$ cat config.mk
export PLATFORM = sky130hd
export DESIGN_NAME = spi_cmd_ctrl
export DESIGN_NICKNAME = d
export VERILOG_FILES = /design/src/rtl/snake_pkg.sv /design/src/rtl/sync2.sv /design/src/rtl/spi_cmd_ctrl.sv
export SDC_FILE = /design/constraint.sdc
export NUM_CORES = 1
export LEC_CHECK = 0
export BUFFER_PORTS_ARGS = -buffer_cell sky130_fd_sc_hd__buf_4
export CAP_MARGIN = 10
export CORE_MARGIN = 4
export CORE_UTILIZATION = 53
export CTS_BUF_LIST = sky130_fd_sc_hd__clkbuf_4
export DETAILED_ROUTE_END_ITERATION = 12
export PLACE_DENSITY = 0.82
export SLEW_MARGIN = 20
export SYNTH_ARGS = -nofsm -noshare
export SYNTH_HDL_FRONTEND = slang
export SYNTH_SLANG_ARGS = --single-unit
$ cat constraint.sdc
create_clock -name clk -period 2.7 [get_ports clk]
set_input_delay 0 -clock clk [delete_from_list [all_inputs] [get_ports clk]]
set_output_delay 0 -clock clk [all_outputs]
set_load 0.005 [all_outputs]
$ cat src/rtl/snake_pkg.sv
// snake_pkg: opcodes, FSM states, grid/score limits and colours shared by spi_cmd_ctrl and vga_top
package snake_pkg;
  localparam int CELLS = 768;
  localparam int SCORE_MAX = 999;
  typedef enum logic [7:0] {
    OP_NOP        = 8'h00,
    OP_WRITE_CELL = 8'h01,
    OP_SET_SCORE  = 8'h02,
    OP_ADD_SCORE  = 8'h03,
    OP_SET_STATE  = 8'h04,
    OP_FILL       = 8'h05
  } opcode_t;
  typedef enum logic [1:0] {IDLE, EXEC, FILL} fsm_t;
  localparam logic [2:0] COL_BLACK = 3'b000;
  localparam logic [2:0] COL_BLUE  = 3'b001;
  localparam logic [2:0] COL_GREEN = 3'b010;
  localparam logic [2:0] COL_RED   = 3'b100;
  localparam logic [2:0] COL_WHITE = 3'b111;
endpackage

$ cat src/rtl/sync2.sv
// sync2: two-flop synchronizer; resets to 1 so a low input after reset never looks like a rising edge
module sync2 (
  input  logic clk,
  input  logic reset,
  input  logic d,
  output logic q
);
  logic s1_q, s2_q;
  always_ff @(posedge clk) begin
    if (reset) {s2_q, s1_q} <= 2'b11;
    else {s2_q, s1_q} <= {s1_q, d};
  end
  assign q = s2_q;
endmodule

$ cat src/rtl/spi_cmd_ctrl.sv
// spi_cmd_ctrl: SPI frame decoder driving tile writes, score and game state.
// Define CLEAR_FILL_EN to build the screen-fill command with its 1-entry pending frame buffer.
module spi_cmd_ctrl #(
  parameter int CELLS = snake_pkg::CELLS,
  parameter int SCORE_MAX = snake_pkg::SCORE_MAX
) (
  input  logic        clk,
  input  logic        reset,
  input  logic        cs,
  input  logic [7:0]  command,
  input  logic [7:0]  databyte1,
  input  logic [7:0]  databyte2,
  output logic        we,
  output logic [9:0]  waddr,
  output logic [2:0]  wdata,
  output logic [9:0]  score,
  output logic [15:0] state,
  output logic        busy,
  output logic        err
);
  import snake_pkg::*;
  fsm_t fsm_q, fsm_d;
  logic cs_s, cs_prev_q, frame, go, drop, fill_start;
  logic [23:0] src;
  logic we_q, we_d, busy_q, busy_d, err_q, err_d;
  logic [9:0] waddr_q, waddr_d, score_q, score_d;
  logic [2:0] wdata_q, wdata_d;
  logic [15:0] state_q, state_d;
  logic [10:0] sum;
  function automatic logic [9:0] sat(input logic [10:0] v);
    return (v > 11'(SCORE_MAX)) ? 10'(SCORE_MAX) : v[9:0];
  endfunction
  sync2 u_sync (.clk(clk), .reset(reset), .d(cs), .q(cs_s));
  assign frame = cs_s & ~cs_prev_q;
`ifdef CLEAR_FILL_EN
  logic pend_q, pend_d, use_pend, to_pend, fill_q, fill_d;
  logic [23:0] pbuf_q, pbuf_d;
  logic [9:0] cnt_q, cnt_d;
  logic [2:0] col_q, col_d;
  // a held frame takes priority; a new frame then refills the buffer it frees
  assign use_pend = fsm_q == IDLE && pend_q;
  assign go = use_pend || (frame && fsm_q == IDLE);
  assign src = use_pend ? pbuf_q : {command, databyte1, databyte2};
  assign drop = frame && pend_q && !use_pend;
  assign to_pend = frame && !drop && !(fsm_q == IDLE && !pend_q);
  assign fill_start = fill_q;
  always_comb begin
    pend_d = to_pend | (pend_q & ~use_pend);
    pbuf_d = to_pend ? {command, databyte1, databyte2} : pbuf_q;
    cnt_d = fsm_q == FILL ? cnt_q + 10'd1 : 10'd0;
    fill_d = go ? src[23:16] == OP_FILL : fill_q;
    col_d = go ? src[10:8] : col_q;
  end
  always_ff @(posedge clk) begin
    if (reset) begin
      pend_q <= 1'b0;
      pbuf_q <= '0;
      cnt_q <= '0;
      fill_q <= 1'b0;
      col_q <= '0;
    end else begin
      pend_q <= pend_d;
      pbuf_q <= pbuf_d;
      cnt_q <= cnt_d;
      fill_q <= fill_d;
      col_q <= col_d;
    end
  end
`else
  assign go = frame && fsm_q == IDLE;
  assign src = {command, databyte1, databyte2};
  assign drop = 1'b0;
  assign fill_start = 1'b0;
`endif
  always_comb begin
    fsm_d = fsm_q;
    we_d = 1'b0;
    waddr_d = waddr_q;
    wdata_d = wdata_q;
    score_d = score_q;
    state_d = state_q;
    busy_d = 1'b0;
    err_d = err_q | drop;
    sum = {1'b0, score_q} + {3'b000, src[7:0]};
    if (go) begin
      fsm_d = EXEC;
      case (src[23:16])
        OP_WRITE_CELL: begin
          if (int'(src[9:0]) < CELLS) begin
            we_d = 1'b1;
            waddr_d = src[9:0];
            wdata_d = src[15:13];
          end else err_d = 1'b1;
        end
        OP_SET_SCORE: score_d = sat({1'b0, src[9:0]});
        OP_ADD_SCORE: score_d = sat(sum);
        OP_SET_STATE: state_d = src[15:0];
`ifdef CLEAR_FILL_EN
        OP_FILL: ;
`endif
        default: err_d = 1'b1;
      endcase
    end else if (fsm_q == EXEC) fsm_d = fill_start ? FILL : IDLE;
`ifdef CLEAR_FILL_EN
    else if (fsm_q == FILL) begin
      we_d = 1'b1;
      busy_d = 1'b1;
      waddr_d = cnt_q;
      wdata_d = col_q;
      fsm_d = cnt_q == 10'(CELLS - 1) ? IDLE : FILL;
    end
`endif
  end
  always_ff @(posedge clk) begin
    if (reset) begin
      fsm_q <= IDLE;
      cs_prev_q <= 1'b1;
      we_q <= 1'b0;
      waddr_q <= '0;
      wdata_q <= '0;
      score_q <= '0;
      state_q <= '0;
      busy_q <= 1'b0;
      err_q <= 1'b0;
    end else begin
      fsm_q <= fsm_d;
      cs_prev_q <= cs_s;
      we_q <= we_d;
      waddr_q <= waddr_d;
      wdata_q <= wdata_d;
      score_q <= score_d;
      state_q <= state_d;
      busy_q <= busy_d;
      err_q <= err_d;
    end
  end
  assign we = we_q;
  assign waddr = waddr_q;
  assign wdata = wdata_q;
  assign score = score_q;
  assign state = state_q;
  assign busy = busy_q;
  assign err = err_q;
endmodule
==> flow_summary.ini <==
[status]
status = finished, final reports clean

[yosys]
synthAdderAreaFrac_pct = 5.22
syn_nets = 283
ys_ff_latch = 45
synth_top_cell_area_share_pct = 39.2
synth_top_family_by_area = simple AND/OR/NAND/NOR gates
synth.distinct_cells = 55
synth_area_um2 = 2300
muxShareOfSynthArea_pct = 12.6
synthFlopType = dfxtp_1
yosysMostFrequentCell = dfxtp_1
syn_avg_cell_area_um2 = 9.32
synthSimpleGateAreaFrac_pct = 18.8
ys_top_cells_by_count = 45 x dfxtp_1, 42 x nor2_1, 29 x mux2i_1, 14 x a21oi_1, 12 x nand2_1
synth_cells = 247
yosys_warnings = 0
yosys.area.top_type = dfxtp_1
synthTopCellsByArea = dfxtp_1 39%, mux2i_1 13%, nor2_1 6.9%
synth_edf_count = 0
synth-compound-area-share_pct = 16.9
async_flop_share_pct = 0
synth-xor-area-share_pct = 3.05
synth_seq_area_share_pct = 39.2

[power]
combPwrFrac_pct = 10.2
p_leak_nw = 1.26
intPower_mw = 0.918
vdd_drop_max_v = 0.000261
power_mw = 1.19
pwr-share-clk_pct = 33.9
seqPwrFrac_pct = 55.9
switching_share_pct = 23.1
power_switching_mw = 0.276
power_density_nw_per_um2 = 385

[min_path]
min_path_cells = 5
hold_path_class = in2reg
min_to = err$_SDFFE_PP0P_
hp-start = command[6]

[cts]
cts_resized = 0
cts_made_buffers = 5
tritoncts = built
hold_buffers = 20
htreeDepth = 2
ctsRootBufferMaster = clkbuf_4
clk_pin_slew_ps = 130
clockBufferDepth = 2
cts_sinks = 45
clkLatencyLatePin_ps = 360
post_cts_buffers = 0

[timing]
skew_ps = 8.98
max_freq_mhz = 397
finalHoldViolCount = 0
min_period_ps = 2520
fin_tns_setup_ps = 0
relSlewSlack_pct = 63.8
worst_pin_slew_ps = 542
slew_viol_final = 0
finalCritPeriodShare_pct = 93.2
worst_slack_ps = 184
setup_violations = 0
rsz0062_at_grt = false

[worst_setup_path]
path_cells = ha_1 > inv_1 > fa_1 > nor2b_4 > o2111ai_1 > nand3b_2 > a31oi_2 > o21ai_1 > o21ai_0 > a221oi_1
start_kind = flop
path_class = reg2reg
max_stage_delay_ps = 460
arrival_ps = 2790
rr_startpoint = score[0]$_SDFFE_PP0P_
worst_r2r_path_depth = 10
worstPathRequired_ps = 2980
endpoint_kind = flop
slowest_stage = fa_1
worstPathMaxFanout = 4
r2r_slack_ps = 180
reg2reg_to = score[9]$_SDFFE_PP0P_

[drt]
routed_wl_mm = 5.93
wire_per_inst_um = 15.5
drt_first_pass_iters = 5
via_per_inst = 5.52
drtIter0Drc = 184
drc = 0
drtAntennaViolNets = 0
vias = 2107

[floorplan]
die_x_um = 73.9
initial_core_util_pct = 56.3
core_um2 = 4090
dieHeight_um = 73.9
die_area_um2 = 5460
rows = 23
top_level_ports = 69

[global_routing]
antenna_found_initial = 0
grt_usage_pct = 22.8
overflow = 0
grt_pass1_wl_mm = 9.66
grt_max_degree = 47
grtUsageMet1_pct = 27.5
grtUsageMet3_pct = 4.51
grt_pass1_vias = 2073
grt_use_met2_pct = 39.3
grt_busiest_layer = met2

[cells_and_area]
drive_above_1_share_pct = 29.2
fin_nets = 368
area_delta_synth_final_pct = 34.8
fillerInstances = 269
n_antenna_cell = 0

[placed_design]
dp_hpwl_mm = 4.01
gp_congestion = 0.914
portBuffers = 67
pre_cts_slack_ps = 311

[job]
cap_violations = 0
==> worst max-delay path, delay by kind of cell, from the launching register on <==
| family | cells | cell delay (ps) |
|---|---|---|
| AND/OR/NAND/NOR | 2 | 310 |
| adder cells (fa/ha/maj) | 2 | 670 |
| buffers and inverters | 1 | 70 |
| flip-flops | 1 | 390 |
| AO/OA/AOI/OAI | 5 | 990 |
==> cell families (layout without fill, tap and decap cells) <==
| group | after synthesis | after routing |
|---|---|---|
| AO/OA/AOI/OAI | 52 | 52 |
| XOR/XNOR | 8 | 8 |
| adder cells (fa/ha/maj) | 9 | 9 |
| buffers and inverters | 20 | 105 |
| flip-flops | 45 | 45 |
| multiplexers | 29 | 29 |
| other | 1 | 1 |
| AND/OR/NAND/NOR | 83 | 83 |
==> cells in the final DEF, fill, tap and decap left out, types with 2 or more instances in the layout <==
master          n
nand2_1        12
ha_1            8
clkbuf_4        5
a21o_1          4
or2_2           3
a21oi_1        14
nor3b_1         2
inv_1           7
dfxtp_1        45
nand3b_2        2
o21ai_1         2
nand3_1         5
a211oi_1        3
xnor2_1         5
nor2_1         42
mux2i_1        29
dlygate4sd3_1  20
nand3b_1        3
xor2_1          3
o21ai_0         6
buf_4          71
nor3_1          3
o21a_1          3
o22ai_1         2
==> final cells by class <==
cell class,count,area (um^2),area share [%]
multi-input cells,182,1310,42.1
flip-flops and latches,45,901,29.0
repair buffers,91,733,23.6
well taps,50,62.6,2.02
clock buffers,5,37.5,1.21
clock inverters,2,35.0,1.13
inverters,7,26.3,0.847
==> metal layers <==
layer	up-vias	wire length [um]
met3	14	391
met5	-	0
li1	1045	-
met2	82	2890
met1	966	2490
met4	0	159
==> power groups by stage <==
stage	logic (mW)	registers [mW]	clock network (mW)
2_1_floorplan	0.0469	0.682	0
3_3_place_gp	0.0970	0.682	0
3_5_place_dp	0.0974	0.682	0
4_1_cts	0.120	0.668	0.413
5_1_grt	0.132	0.668	0.445
6_report	0.122	0.667	0.405
==> metrics by stage <==
step	instance area (um^2)	instances	util, %	hold WS (ps)
after global routing	3100	382	75.9	24.6
after detailed placement	2830	355	69.2	190
after floorplan	2300	247	-	78.5
after global placement	2830	355	69.2	192
final	3100	382	75.9	9.50
after CTS	3100	382	75.9	5.05
==> sequential cells by signal (all words and copies together) (netlist names) <==
name         count
err              1
u_sync.q         1
waddr           10
score           10
cs_prev_q        1
we               1
state           16
wdata            3
u_sync.s1_q      1
fsm_q            1
==> worst max-delay path by stage <==
stage	start	to	slack, ps	cells past startpoint
final	score[0]$_SDFFE_PP0P_	score[9]$_SDFFE_PP0P_	180	10
after global routing	score[0]$_SDFFE_PP0P_	score[9]$_SDFFE_PP0P_	20	10
after CTS	score[0]$_SDFFE_PP0P_	score[9]$_SDFFE_PP0P_	200	10
after detailed placement	score[0]$_SDFFE_PP0P_	score[2]$_SDFFE_PP0P_	310	10
after global placement	score[0]$_SDFFE_PP0P_	score[2]$_SDFFE_PP0P_	380	10
after floorplan	score[0]$_SDFFE_PP0P_	score[2]$_SDFFE_PP0P_	440	10
No activity file was read; power rests on OpenSTA's default activity.
